$ cat src/rtl/mem_access_stage.sv
// MEM pipeline stage: one req/ack data-memory transaction per load/store, load lane extract/extend, MEM/WB register.
// Latency: non-memory ops 1 cycle; memory ops 1 IDLE cycle plus WAIT cycles until dmem_ack (2 cycles minimum).
// Backpressure: stall_o holds upstream while a memory op is outstanding; drops in the cycle the ack or timeout retires it.
//
// Ports: clk/rst (sync, active-low); EX/MEM fields (*_i); dmem_* data bus (registered req, ack pulse);
//        fwd_* MEM-stage forwarding for the hazard unit; valid_o/we_o/wa_o/wd_o MEM/WB register;
//        align_err_o / bus_err_o one-cycle error pulses.
module mem_access_stage #(
  parameter int TIMEOUT = 16
) (
  input  logic        clk,
  input  logic        rst,
  input  logic        valid_i,
  input  logic        cregwa_i,
  input  logic [1:0]  cregwd_i,
  input  logic        regwe_i,
  input  logic [1:0]  memlen_i,
  input  logic        memwe_i,
  input  logic        load_sgn_i,
  input  logic [31:0] aluout_i,
  input  logic [31:0] rd2_i,
  input  logic [4:0]  rt_i,
  input  logic [4:0]  rd_i,
  output logic        dmem_req,
  output logic        dmem_we,
  output logic [31:0] dmem_addr,
  output logic [3:0]  dmem_be,
  output logic [31:0] dmem_wdata,
  input  logic [31:0] dmem_rdata,
  input  logic        dmem_ack,
  output logic        stall_o,
  output logic        fwd_we,
  output logic [4:0]  fwd_wa,
  output logic [31:0] fwd_wd,
  output logic        fwd_pend,
  output logic        valid_o,
  output logic        we_o,
  output logic [4:0]  wa_o,
  output logic [31:0] wd_o,
  output logic        align_err_o,
  output logic        bus_err_o
);

  typedef enum logic {S_IDLE, S_WAIT} state_t;

  // Counter only needs to reach TIMEOUT-1; keep at least one bit so TIMEOUT of 0 or 1 still elaborates.
  localparam int CW = (TIMEOUT > 1) ? $clog2(TIMEOUT) : 1;
  localparam logic [CW-1:0] CNT_LAST = (TIMEOUT > 0) ? CW'(TIMEOUT - 1) : '0;
  localparam logic TIMEOUT_EN = (TIMEOUT > 0);

  state_t        state, state_nxt;
  logic [CW-1:0] cnt, cnt_nxt;
  logic          req_nxt, valid_nxt, we_nxt, aerr_nxt, berr_nxt;
  logic [4:0]    wa_nxt;
  logic [31:0]   wd_nxt;

  logic [4:0]  dest;
  logic        is_load, is_mem, misal, timeout_hit;
  logic [1:0]  a;
  logic [7:0]  ld_b;
  logic [15:0] ld_h;
  logic [31:0] load_val;

  assign a       = aluout_i[1:0];
  assign dest    = cregwa_i ? rd_i : rt_i;
  assign is_load = (cregwd_i == 2'b01);
  assign is_mem  = valid_i & (memwe_i | is_load);
  assign misal   = ((memlen_i == 2'b01) & a[0]) | (memlen_i[1] & (a != 2'b00));

  assign timeout_hit = TIMEOUT_EN & (state == S_WAIT) & ~dmem_ack & (cnt == CNT_LAST);

  // Upstream is released in the same cycle the transaction retires, so the next instruction loads at that edge.
  assign stall_o = is_mem & ~misal & ~((state == S_WAIT) & (dmem_ack | timeout_hit));

  assign fwd_we   = valid_i & regwe_i;
  assign fwd_wa   = dest;
  assign fwd_wd   = aluout_i;
  assign fwd_pend = valid_i & is_load;

  // Address/lane signals come straight from EX/MEM, which is frozen for the whole transaction.
  assign dmem_addr = {aluout_i[31:2], 2'b00};
  assign dmem_we   = dmem_req & memwe_i;

  always_comb begin
    dmem_be    = 4'b1111;
    dmem_wdata = rd2_i;
    case (memlen_i)
      2'b00: begin
        dmem_be    = 4'b0001 << a;
        dmem_wdata = {4{rd2_i[7:0]}};
      end
      2'b01: begin
        dmem_be    = a[1] ? 4'b1100 : 4'b0011;
        dmem_wdata = {2{rd2_i[15:0]}};
      end
      default: ;
    endcase
  end

  assign ld_b = dmem_rdata[8*a +: 8];
  assign ld_h = a[1] ? dmem_rdata[31:16] : dmem_rdata[15:0];

  always_comb begin
    load_val = dmem_rdata;
    case (memlen_i)
      2'b00:   load_val = {{24{load_sgn_i & ld_b[7]}}, ld_b};
      2'b01:   load_val = {{16{load_sgn_i & ld_h[15]}}, ld_h};
      default: ;
    endcase
  end

  always_comb begin
    state_nxt = state;
    cnt_nxt   = cnt;
    req_nxt   = dmem_req;
    valid_nxt = 1'b0;
    we_nxt    = 1'b0;
    wa_nxt    = wa_o;
    wd_nxt    = wd_o;
    aerr_nxt  = 1'b0;
    berr_nxt  = 1'b0;
    case (state)
      S_IDLE: begin
        if (valid_i) begin
          if (!is_mem) begin
            valid_nxt = 1'b1;
            we_nxt    = regwe_i;
            wa_nxt    = dest;
            wd_nxt    = aluout_i;
          end else if (misal) begin
            // Retire the instruction without a bus cycle and without a register write.
            valid_nxt = 1'b1;
            wa_nxt    = dest;
            wd_nxt    = aluout_i;
            aerr_nxt  = 1'b1;
          end else begin
            state_nxt = S_WAIT;
            cnt_nxt   = '0;
            req_nxt   = 1'b1;
          end
        end
      end
      S_WAIT: begin
        if (dmem_ack) begin
          valid_nxt = 1'b1;
          we_nxt    = regwe_i;
          wa_nxt    = dest;
          wd_nxt    = is_load ? load_val : aluout_i;
          req_nxt   = 1'b0;
          state_nxt = S_IDLE;
        end else if (timeout_hit) begin
          valid_nxt = 1'b1;
          wa_nxt    = dest;
          wd_nxt    = aluout_i;
          berr_nxt  = 1'b1;
          req_nxt   = 1'b0;
          state_nxt = S_IDLE;
        end else begin
          cnt_nxt = cnt + 1'b1;
        end
      end
      default: state_nxt = S_IDLE;
    endcase
  end

  always_ff @(posedge clk) begin
    if (!rst) begin
      state       <= S_IDLE;
      cnt         <= '0;
      dmem_req    <= 1'b0;
      valid_o     <= 1'b0;
      we_o        <= 1'b0;
      wa_o        <= '0;
      wd_o        <= '0;
      align_err_o <= 1'b0;
      bus_err_o   <= 1'b0;
    end else begin
      state       <= state_nxt;
      cnt         <= cnt_nxt;
      dmem_req    <= req_nxt;
      valid_o     <= valid_nxt;
      we_o        <= we_nxt;
      wa_o        <= wa_nxt;
      wd_o        <= wd_nxt;
      align_err_o <= aerr_nxt;
      bus_err_o   <= berr_nxt;
    end
  end

endmodule
$ cat config.mk
export PLATFORM = sky130hd
export DESIGN_NAME = mem_access_stage
export DESIGN_NICKNAME = d
export VERILOG_FILES = /design/src/rtl/mem_access_stage.sv
export SDC_FILE = /design/constraint.sdc
export NUM_CORES = 1
export LEC_CHECK = 0
export ABC_AREA = 1
export CORE_AREA = 2 2 104 106
export DETAILED_ROUTE_END_ITERATION = 8
export DIE_AREA = 0 0 106 108
export DONT_BUFFER_PORTS = 1
export PLACE_DENSITY = 0.5
export SLEW_MARGIN = 20
export SYNTH_ARGS = -nofsm -noshare
export SYNTH_HDL_FRONTEND = slang
export SYNTH_SLANG_ARGS = --single-unit
$ cat constraint.sdc
create_clock -name clk -period 2.57 [get_ports clk]
set_clock_uncertainty 0.1 [all_clocks]
set_input_delay 0.6425 -clock clk [delete_from_list [all_inputs] [get_ports clk]]
set_output_delay 0.6425 -clock clk [all_outputs]
set_load 0.05 [all_outputs]
# ---- Word-level counts from Yosys, hierarchy flattened
# Cells that the tools add are included.
dict set report word_totals {
  reg_bits 47
  output_inout_bits 151
  elab_cells 99
}
dict set report op_classes {
  addsub 1
  n_eq_ne 10
  shifts 2
  mux 47
  bitwise 23
  reduce_logical 7
}
# op count
set ops {}
lappend ops {{$mux W32} 6}
lappend ops {{$pmux W32 S2} 3}
lappend ops {{$shiftx A32 B6 Y8} 1}
lappend ops {{$mux W5} 6}
lappend ops {{$mux W4} 6}
lappend ops {{$mux W1} 18}
lappend ops {{$mux W16} 1}
lappend ops {{$pmux W4 S2} 2}
lappend ops {{$and A1 B1 Y1} 13}
lappend ops {{$ne A2 B2 Y1 const B} 5}
lappend ops {{$pmux W5 S2} 1}
lappend ops {{$pmux W1 S2} 4}
lappend ops {{$not A1 Y1} 7}
lappend ops {{$reduce_and A5 Y1} 1}
lappend ops {{$add A4 B1 Y4 const B} 1}
lappend ops {{$eq A2 B1 Y1 const B} 2}
lappend ops {{$eq A4 B4 Y1 const B} 1}
lappend ops {{$reduce_and A4 Y1} 1}
lappend ops {{$reduce_or A4 Y1} 1}
lappend ops {{$shl A1 B2 Y4 const A} 1}
lappend ops {{$ne A3 B2 Y1 const B} 1}
lappend ops {{$ne A3 B3 Y1 const B} 1}
lappend ops {{$or A1 B1 Y1} 3}
lappend ops {{$reduce_and A3 Y1} 1}
lappend ops {{other kinds (3)} 3}

# ---- Depth between registers and ports, before layout
# Gate-level depths: netlist of run 1.
dict set report logic_depth {
  ltp_word 7
  depth_mapped 11
}

# ---- Worst setup path after synthesis of run 1
# No wires, ideal clock.
dict set report synth_path {
  path_kind {input to output}
  start {in memlen_i[1]}
  end {out dmem_wdata[10]}
  arrival_time_ns 2.224
  required_time_ns 1.827
  path_slack_ns -0.397
  path_stages 6
  n_path_buf 2
  path_cell_list {buf_6 > inv_2 > nand2_4 > inv_2 > clkbuf_1 > o21ai_0}
}
dict set report synth_between {
  elab_chain_len 2
}
# item line
set synth_lines {}
lappend synth_lines {{start, declared} 17} ;# input logic [1:0] memlen_i,
lappend synth_lines {{$eq A2 B1 Y1 / $logic_not A2 Y1 (equally long branches)} 87} ;# case (memlen_i)
lappend synth_lines {{$pmux W32 S2 (*)} 87}
lappend synth_lines {{end, declared} 28} ;# output logic [31:0] dmem_wdata,
# Mark *: on every way between the ends. The rest lies on a longest branch, timed or not.

# ---- Worst setup path in the final report of run 1
dict set report layout_path {
  start {reg cnt[0]}
  end {out stall_o}
}
dict set report layout_between {
  elab_chain_len 6
}
# item line
set layout_lines {}
lappend layout_lines {{start, declared} 52} ;# logic [CW-1:0] cnt, cnt_nxt;
lappend layout_lines {{start signal, assigned} 179} ;# cnt <= cnt_nxt;
lappend layout_lines {{$eq A4 B4 Y1} 70} ;# assign timeout_hit = TIMEOUT_EN & (state == S_WAIT) & ~dmem_ack & (cnt == CNT_LAST);
lappend layout_lines {{$and A1 B1 Y1} 70}
lappend layout_lines {{$or A1 B1 Y1} 73} ;# assign stall_o = is_mem & ~misal & ~((state == S_WAIT) & (dmem_ack | timeout_hit));
lappend layout_lines {{$and A1 B1 Y1} 73}
lappend layout_lines {{$not A1 Y1} 73}
lappend layout_lines {{$and A1 B1 Y1} 73}
lappend layout_lines {{end, declared} 31} ;# output logic stall_o,
# Every way passes these cells.

==> results of run 1 <==
cell families (layout without fill, tap and decap cells):
group	Yosys count	after routing	share of synthesized area [%]
AND/OR/NAND/NOR	315	315	35.63
AO/OA/AOI/OAI	108	108	14.36
flip-flops	47	47	23.84
XOR/XNOR	2	2	0.4438
buffers and inverters	153	80	23.90
multiplexers	5	5	1.426
other	1	2	0.09500
adder cells (fa/ha/maj)	1	1	0.3169
power groups by stage:
stage          sequential, W  combinational (W)  clock, W
6_report             0.00105           0.000632  0.000658
2_1_floorplan        0.00106           0.000798         0
3_5_place_dp         0.00107           0.000636         0
4_1_cts              0.00105           0.000638  0.000683
5_1_grt              0.00106           0.000687  0.000714
3_3_place_gp         0.00107           0.000629         0
cell type report:
| class | instances | area [sq um] | share of cell area [%] |
|---|---|---|---|
| Tap cell | 136 | 170.2 | 4.355 |
| Clock inverter | 3 | 67.56 | 1.729 |
| Timing Repair Buffer | 28 | 410.4 | 10.50 |
| Sequential cell | 47 | 940.9 | 24.08 |
| Multi-Input combinational cell | 433 | 2082 | 53.28 |
| Inverter | 44 | 167.7 | 4.291 |
| Clock buffer | 5 | 68.82 | 1.761 |
per-layer routing:
layer | global-route usage (%) | vias up
met3 | 5.606 | 18
met2 | 35.44 | 165
met1 | 25.95 | 1622
li1 | - | 1798
met4 | 5.263 | 2
met5 | 0 | -
sequential cells by signal (all words and copies together), names as in the netlist:
register	count
bus_err_o	1
wd_o	32
wa_o	5
valid_o	1
we_o	1
align_err_o	1
state	1
cnt	4
dmem_req	1
worst reg2reg max path, stage by stage (launching register included):
cell     delay (ns)
dfxtp_1        0.37
ha_1           0.19
nand3_1        0.15
nand3_2        0.14
nand3_4        0.41
nor2_1         0.26
nand2_1        0.07
a21oi_1        0.11
how the worst max path moves through the flow:
stage,start,endpoint,slack [ns],cells after the start
floorplan,memlen_i[0],dmem_be[1],-0.27,3
global placement,memlen_i[0],dmem_wdata[24],0.30,6
detailed placement,memlen_i[0],dmem_wdata[25],0.28,6
CTS,cnt[0],stall_o,0.13,7
global route,cnt[0],stall_o,0.03,7
finish,cnt[0],stall_o,0.16,7
cells in the mapped netlist:
cell and instances:
o21ai_1 1, a21oi_2 1, inv_2 5, inv_1 38, o21ai_0 29, mux2_2 5
inv_4 1, nand3_2 2, clkbuf_1 9, buf_4 82, nand3_1 46, xor2_1 2
nor4_1 1, buf_2 11, conb_1 1, dfxtp_1 47, nand2_4 2, buf_6 6
nand4_2 1, buf_1 1, nand2_1 180, nor2_2 1, nand4_1 9, nand2_2 4
or2_2 22, ha_1 1, nor2_1 42, nor3_1 2, a31oi_1 2, a21oi_1 68
nand3_4 2, o21ai_2 2, o211ai_1 5, nor2_4 1
per-stage QoR:
step	cell area, sq um	hold slack, ns	total power, W	util (%)
2_1_floorplan	3966	0.3584	0.001856	-
3_3_place_gp	3771	0.3725	0.001700	36.86
3_5_place_dp	3771	0.3819	0.001708	36.86
4_1_cts	3908	0.3004	0.002377	38.19
5_1_grt	3908	0.2964	0.002463	38.19
6_report	3908	0.3123	0.002343	38.19
==> flow_summary.ini, run 1 <==
[clock_tree]
cts_tree = built
insertion_delay_ns = 0.30
post-cts-setup-buffer-count = 0
cts_hold_buffers = 0
htree_levels = 2
ctsLongestPathBuffers = 2
root_buffer = clkbuf_8
post_cts_resized = 0
cts.sinks = 47
cts.reportedPaths.clkPinSlew_ns = 0.09
cts_made_buffers = 5

[timing]
setup_tns_ns = 0
worst_pin_slew_ns = 0.6897
maxSlewHeadroom_pct = 53.97
period_minus_slack_ns = 2.413
max_freq_ghz = 0.4145
post-route-worst-setup-slack_ns = 0.1573
drv_slew = 0
setup_violations = 0
rsz0062_at_grt = false
period_share_pct = 93.88
hold_violations = 0

[critical_path]
crit_family = simple AND/OR/NAND/NOR gates
slowest_delay_ns = 0.34
start_kind = flop
r2r_setup_slack_ns = 0.71
r2r-start = cnt[0]
crit_arrival_ns = 1.67
cp_max_fo = 5
path_class = reg2out
end_kind = output pin
worstRegToRegCells = 7
required_ns = 1.83
crit_chain = ha_1 -> nand3_1 -> nand3_2 -> nand2_1 -> inv_1 -> nor2_1 -> buf_4
slowest_stage = dfxtp_1
path_buf_inv = 2
r2r-end = wd_o[8]

[floorplanning]
fp.coreArea_sq_mm = 0.01023
io_pins = 269
fp.dieH_um = 108
die_w_um = 106
std_cell_rows = 37
dieArea_sq_mm = 0.01145
start_util_pct = 38.58

[detailed_routing]
wl_per_cell_um = 17.63
vias = 3605
first_pass_iters = 4
met3_length_mm = 1.006
ant_nets = 0
dr_wl_met2_mm = 5.860
routed_via_density = 5.180
maxUsedRoutingLayer = met5
drc_errors = 0
drt_iter0_markers = 204
routed_wl_mm = 12.27
met1_length_mm = 5.165

[pwr]
seqPwrFrac_pct = 44.9
peakVddDrop_v = 0.0002682
power.share.combinational_pct = 27.0
p_sw_share_pct = 40.33
p_clk_share_pct = 28.1
p_int_w = 0.001398
p_leak_nw = 1.746
power_switching_w = 0.0009448
p_per_area_mw_per_mm2 = 599.6

[finish]
syn_to_final_growth_pct = -1.014
antenna_cells = 0
finalNonFillerCells = 696
mostFrequentLayoutCell = nand2_1
num-fill-cells = 1111
layout-drive-gt1-share_pct = 15.89
final_nets = 678
final_cell_mix = nand2_1, a21oi_1, dfxtp_1

[grt]
grt_pass1_wl_mm = 18.75
antenna_found_initial = 1
grt_pass1_vias = 3358
track_usage_pct = 20.72
grt_max_degree = 46
grt_overflow = 0

[min_path]
hold_class = in2reg
min_path_cells = 1
hold_end = bus_err_o
worstHoldStart = dmem_ack

[placement]
place_ws_ns = 0.2787
port_buffers = 0
gp_congestion = 0.8402
dp.cells = 688
place_hpwl_mm = 9.534

[job]
max-cap-violations = 0

[synthesis]
syn_area_sq_mm = 0.003948
ys_warn_count = 0
synth_seq_area_share_pct = 23.84
synthCells = 632
synth_top_area_share_pct = 23.84
synth.area.top_cells = dfxtp_1, nand2_1, buf_4
synth.distinct_cells = 34
syn_area_per_cell_sq_um = 6.246
ys_seq_elements = 47
synth_largest_area_cell = dfxtp_1

[run_status]
status = finished clean
Note: power is estimated with default switching activity, not from simulation.
==> run 2: changes to the inputs <==
DONT_BUFFER_PORTS = not set   (was 1)
MAX_ROUTING_LAYER = met4   (was not set)
PLACE_DENSITY = 0.83   (was 0.5)
==> run 2 against run 1 <==
- clock power shrank 3.3%
- register-to-register slack improved by 0.08 ns
- die area did not move
- sequential power decreased by 21%
- sequential share of layout area shrank 12 points
- non-clock buffer count increased by 280
- worst hold slack improved by 0.057 ns
- combinational power grew to 2.9 times the previous value
==> flow_summary.ini, run 2 (synthesized netlist as in run 1, its figures left out) <==
[run_status]
status = finished clean

[placement]
place_ws_ns = -0.2338
gp_congestion = 0.9728
port_buffers = 266
place_hpwl_mm = 12.70
dp.cells = 967

[critical_path]
cp_max_fo = 3
end_kind = output pin
required_ns = 1.83
crit_arrival_ns = 1.76
start_kind = primary input
path_class = in2out

[detailed_routing]
first_pass_iters = 5
drc_errors = 0
vias = 4800
routed_wl_mm = 15.42
drt_iter0_markers = 240
routed_via_density = 4.918
ant_nets = 0
wl_per_cell_um = 15.80

[floorplanning]
fp.coreArea_sq_mm = 0.01023
dieArea_sq_mm = 0.01145
start_util_pct = 38.58
std_cell_rows = 37
die_w_um = 106
io_pins = 269
fp.dieH_um = 108

[clock_tree]
ctsLongestPathBuffers = 2
cts_tree = built
htree_levels = 2
cts.reportedPaths.clkPinSlew_ns = 0.08
insertion_delay_ns = 0.30
cts.sinks = 47
cts_hold_buffers = 0
root_buffer = clkbuf_8
cts_made_buffers = 5

[min_path]
hold_class = reg2reg

[timing]
period_share_pct = 97.35
setup_tns_ns = 0
max_freq_ghz = 0.3997
period_minus_slack_ns = 2.502
maxSlewHeadroom_pct = 64.10
whs_ns = 0.3688
drv_slew = 0
post-route-worst-setup-slack_ns = 0.06814
hold_violations = 0
setup_violations = 0
worst_pin_slew_ns = 0.5368

[grt]
antenna_found_initial = 0
track_usage_pct = 27.44
grt_pass1_vias = 4669
grt_max_degree = 32
grt_pass1_wl_mm = 23.98
grt_overflow = 0

[pwr]
p_per_area_mw_per_mm2 = 437.5
peakVddDrop_v = 0.0003288
p_leak_nw = 3.367

[finish]
finalNonFillerCells = 976
num-fill-cells = 740
mostFrequentLayoutCell = nand2_1
largest_register_ffs = 32
largest_register = wd_o
final_cell_mix = nand2_1, clkdlybuf4s50_1, buf_12
reg.largest.list = wd_o x32, wa_o x5, cnt x4
syn_to_final_growth_pct = 91.32
antenna_cells = 0
final_nets = 958
fin_util_pct = 73.82
layout-drive-gt1-share_pct = 25.60

[job]
max-cap-violations = 0
==> run 2: changes by cell type in the layout (fill, tap and decap cells not counted), moves of 2 or more <==
| cell | previous run | this run |
|---|---|---|
| clkdlybuf4s50_1 | 0 | 154 |
| buf_12 | 16 | 104 |
| buf_4 | 12 | 44 |
| dlygate4sd2_1 | 0 | 2 |
| dlymetal6s2s_1 | 0 | 2 |
| nand2_1 | 180 | 178 |
| nand2_2 | 4 | 6 |
| o21ai_1 | 4 | 2 |
==> run 2: layer usage <==
layer | GRT usage [%] | part of all wire, % | up-vias
li1 | - | - | 2365
met1 | 32.67 | 40 | 2187
met2 | 46.59 | 50 | 218
met3 | 5.666 | 7.3 | 30
met4 | 8.929 | 2.4 | 0
met5 | - | 0 | -
==> run 2: cell type report <==
class / count / area, sq um / share of cell area [%]
Clock buffer: 6 / 72.57 / 0.9609
Multi-Input combinational cell: 433 / 2098 / 27.78
Timing Repair Buffer: 308 / 4033 / 53.40
Inverter: 44 / 177.7 / 2.353
Sequential cell: 47 / 940.9 / 12.46
Tap cell: 136 / 170.2 / 2.253
Clock inverter: 2 / 60.06 / 0.7952
==> run 2: worst max-delay path, cell delays in order <==
cell and delay (ns):
clkdlybuf4s50_1 0.47, nand2_2 0.07, a21oi_2 0.19, nand2_2 0.12, nor2_4 0.11, buf_12 0.14
==> run 2: worst paths after layout <==
| check | startpoint | endpoint | slack [ns] | cells after the start |
|---|---|---|---|---|
| worst min-delay path | wd_o[11] | wd_o[11] | 0.37 | 2 |
| worst max-delay path | cregwd_i[0] | stall_o | 0.07 | 6 |
| worst min register to register | wd_o[11] | wd_o[11] | 0.37 | 2 |
| worst max register to register | state | wd_o[26] | 0.79 | 8 |
==> run 2: stage by stage <==
stage	instance area, sq um	power (W)
after floorplan	3966	0.001856
after global placement	7377	0.002658
after detailed placement	7377	0.002679
after CTS	7543	0.003326
after global routing	7552	0.003446
final	7552	0.003304
==> run 2: timing repair <==
action                                  4_1_cts  5_1_grt
pin swaps                                     1        5
gates resized for setup                      13        7
endpoints found under the setup margin       28        5
setup buffers                                 1        0
==> run 2: report_power, final <==
part	total, W	internal [W]	leakage (nW)	switching (W)
Clock	0.000636	0.000389	0.0654	0.000247
Combinational	0.00184	0.000792	2.91	0.00105
Sequential	0.000829	0.000793	0.388	0.0000357
==> run 3: changes to the inputs <==
PLACE_DENSITY = 0.86   (was 0.83)
==> run 3 against run 2 <==
- non-clock buffer count is 3 lower
- sequential share of layout area is 0.073 points higher
- clock power is 0.8% higher
- final cell count is 0.31% lower
- register-to-register slack hardly changed
- maximum frequency is 0.69% higher
- power is 0.17% higher
- die area stayed put
==> flow_summary.ini, run 3 (synthesized netlist as in run 1, its figures left out) <==
[floorplanning]
dieArea_sq_mm = 0.01145
start_util_pct = 38.58
std_cell_rows = 37
io_pins = 269
fp.dieH_um = 108
fp.coreArea_sq_mm = 0.01023
die_w_um = 106

[detailed_routing]
drt_iter0_markers = 345
first_pass_iters = 5
routed_via_density = 5.007
wl_per_cell_um = 16.25
routed_wl_mm = 15.81
vias = 4872
drc_errors = 0
ant_nets = 0

[timing]
period_minus_slack_ns = 2.485
max_freq_ghz = 0.4025
period_share_pct = 96.68
rsz0062_at_grt = false
drv_slew = 0
hold_violations = 0
worst_pin_slew_ns = 0.5587
setup_violations = 0
whs_ns = 0.3678
maxSlewHeadroom_pct = 62.63

[finish]
antenna_cells = 0
multi_input_area_sq_mm = 0.002092
num-fill-cells = 755
mostFrequentLayoutCell = nand2_1
fin_util_pct = 73.39
final_nets = 955
layout-drive-gt1-share_pct = 25.09
final_cell_mix = nand2_1, clkdlybuf4s50_1, buf_12
reg.largest.list = wd_o x32, wa_o x5, cnt x4
largest_register = wd_o
syn_to_final_growth_pct = 90.21
seq_area_sq_um = 940.9
finish.instance_area_sq_mm = 0.007508
largest_register_ffs = 32

[clock_tree]
cts_made_buffers = 5
htree_levels = 2
ctsLongestPathBuffers = 2
cts.sinks = 47
cts_tree = built
root_buffer = clkbuf_8
insertion_delay_ns = 0.29
cts.reportedPaths.clkPinSlew_ns = 0.09
cts_hold_buffers = 0

[pwr]
p_leak_nw = 3.347
peakVddDrop_v = 0.0003513
power.total_w = 0.003309
p_per_area_mw_per_mm2 = 440.7

[critical_path]
required_ns = 1.83
crit_arrival_ns = 1.74
worstRegToRegCells = 8
cp_max_fo = 3
end_kind = output pin
r2r-start = state
start_kind = primary input
endpoint = stall_o
r2r_setup_slack_ns = 0.78
r2r-end = wd_o[27]
crit_start = memwe_i
path_class = in2out

[placement]
port_buffers = 266
gp_congestion = 0.9508
place_area_sq_mm = 0.007342
place_hpwl_mm = 12.85

[grt]
use_met3_pct = 4.521
gr-max-usage-layer = met2
grt_max_degree = 39
track_usage_pct = 27.92
antenna_found_initial = 0
grt_pass1_vias = 4788
grt_pass1_wl_mm = 24.76
use_met1_pct = 34.02
gr-usage-met2_pct = 48.43
grt_overflow = 0

[min_path]
hold_class = reg2reg

[job]
max-cap-violations = 0

[run_status]
status = finished clean
[run 3: worst max-delay path, cell delays in order]
cell and delay, ns:
clkdlybuf4s50_1 0.49, inv_1 0.07, a21oi_2 0.17, nand2_2 0.10, nor2_4 0.12, buf_12 0.14
[run 3: worst min-delay path by stage]
| stage | end | from | cells past startpoint |
|---|---|---|---|
| 4_1_cts | wd_o[13] | wd_o[13] | 2 |
| 5_1_grt | wd_o[8] | wd_o[8] | 2 |
| 6_report | wd_o[0] | wd_o[0] | 2 |
| 2_1_floorplan | cnt[1] | cnt[1] | 2 |
| 3_5_place_dp | wd_o[13] | wd_o[13] | 2 |
| 3_3_place_gp | wd_o[14] | wd_o[14] | 2 |
[run 3: area by class of cell]
class                           count  share of cell area, %
Multi-Input combinational cell    433                  27.86
Timing Repair Buffer              305                  53.21
Clock buffer                        6                 0.9665
Sequential cell                    47                  12.53
Inverter                           44                  2.366
Clock inverter                      2                 0.7999
Tap cell                          136                  2.266
[run 3: layer usage]
layer	vias to the layer above	wire length (um)
li1	2369	-
met3	33	1130
met2	248	7954
met5	-	0
met1	2222	6358
met4	0	369
[run 3: per-stage QoR]
stage,setup slack [ns],instances,TNS [ns]
finish,0.08522,973,0
global route,0.01170,973,0
CTS,0.004168,973,0
detailed placement,-0.2293,964,-2.808
global placement,-0.1428,964,-1.617
floorplan,-0.2729,633,-0.8204
[run 3: what timing repair did]
action,4_1_cts,5_1_grt
pin swaps,3,1
hold endpoints to repair,0,0
setup buffers,1,0
setup endpoints to repair,27,9
resized for setup,12,6
[run 3: report_power, final]
part	switching [W]	internal, W
Sequential	0.0000371	0.000793
Combinational	0.00105	0.000784
Clock	0.000252	0.000389
Total	0.00134	0.00197
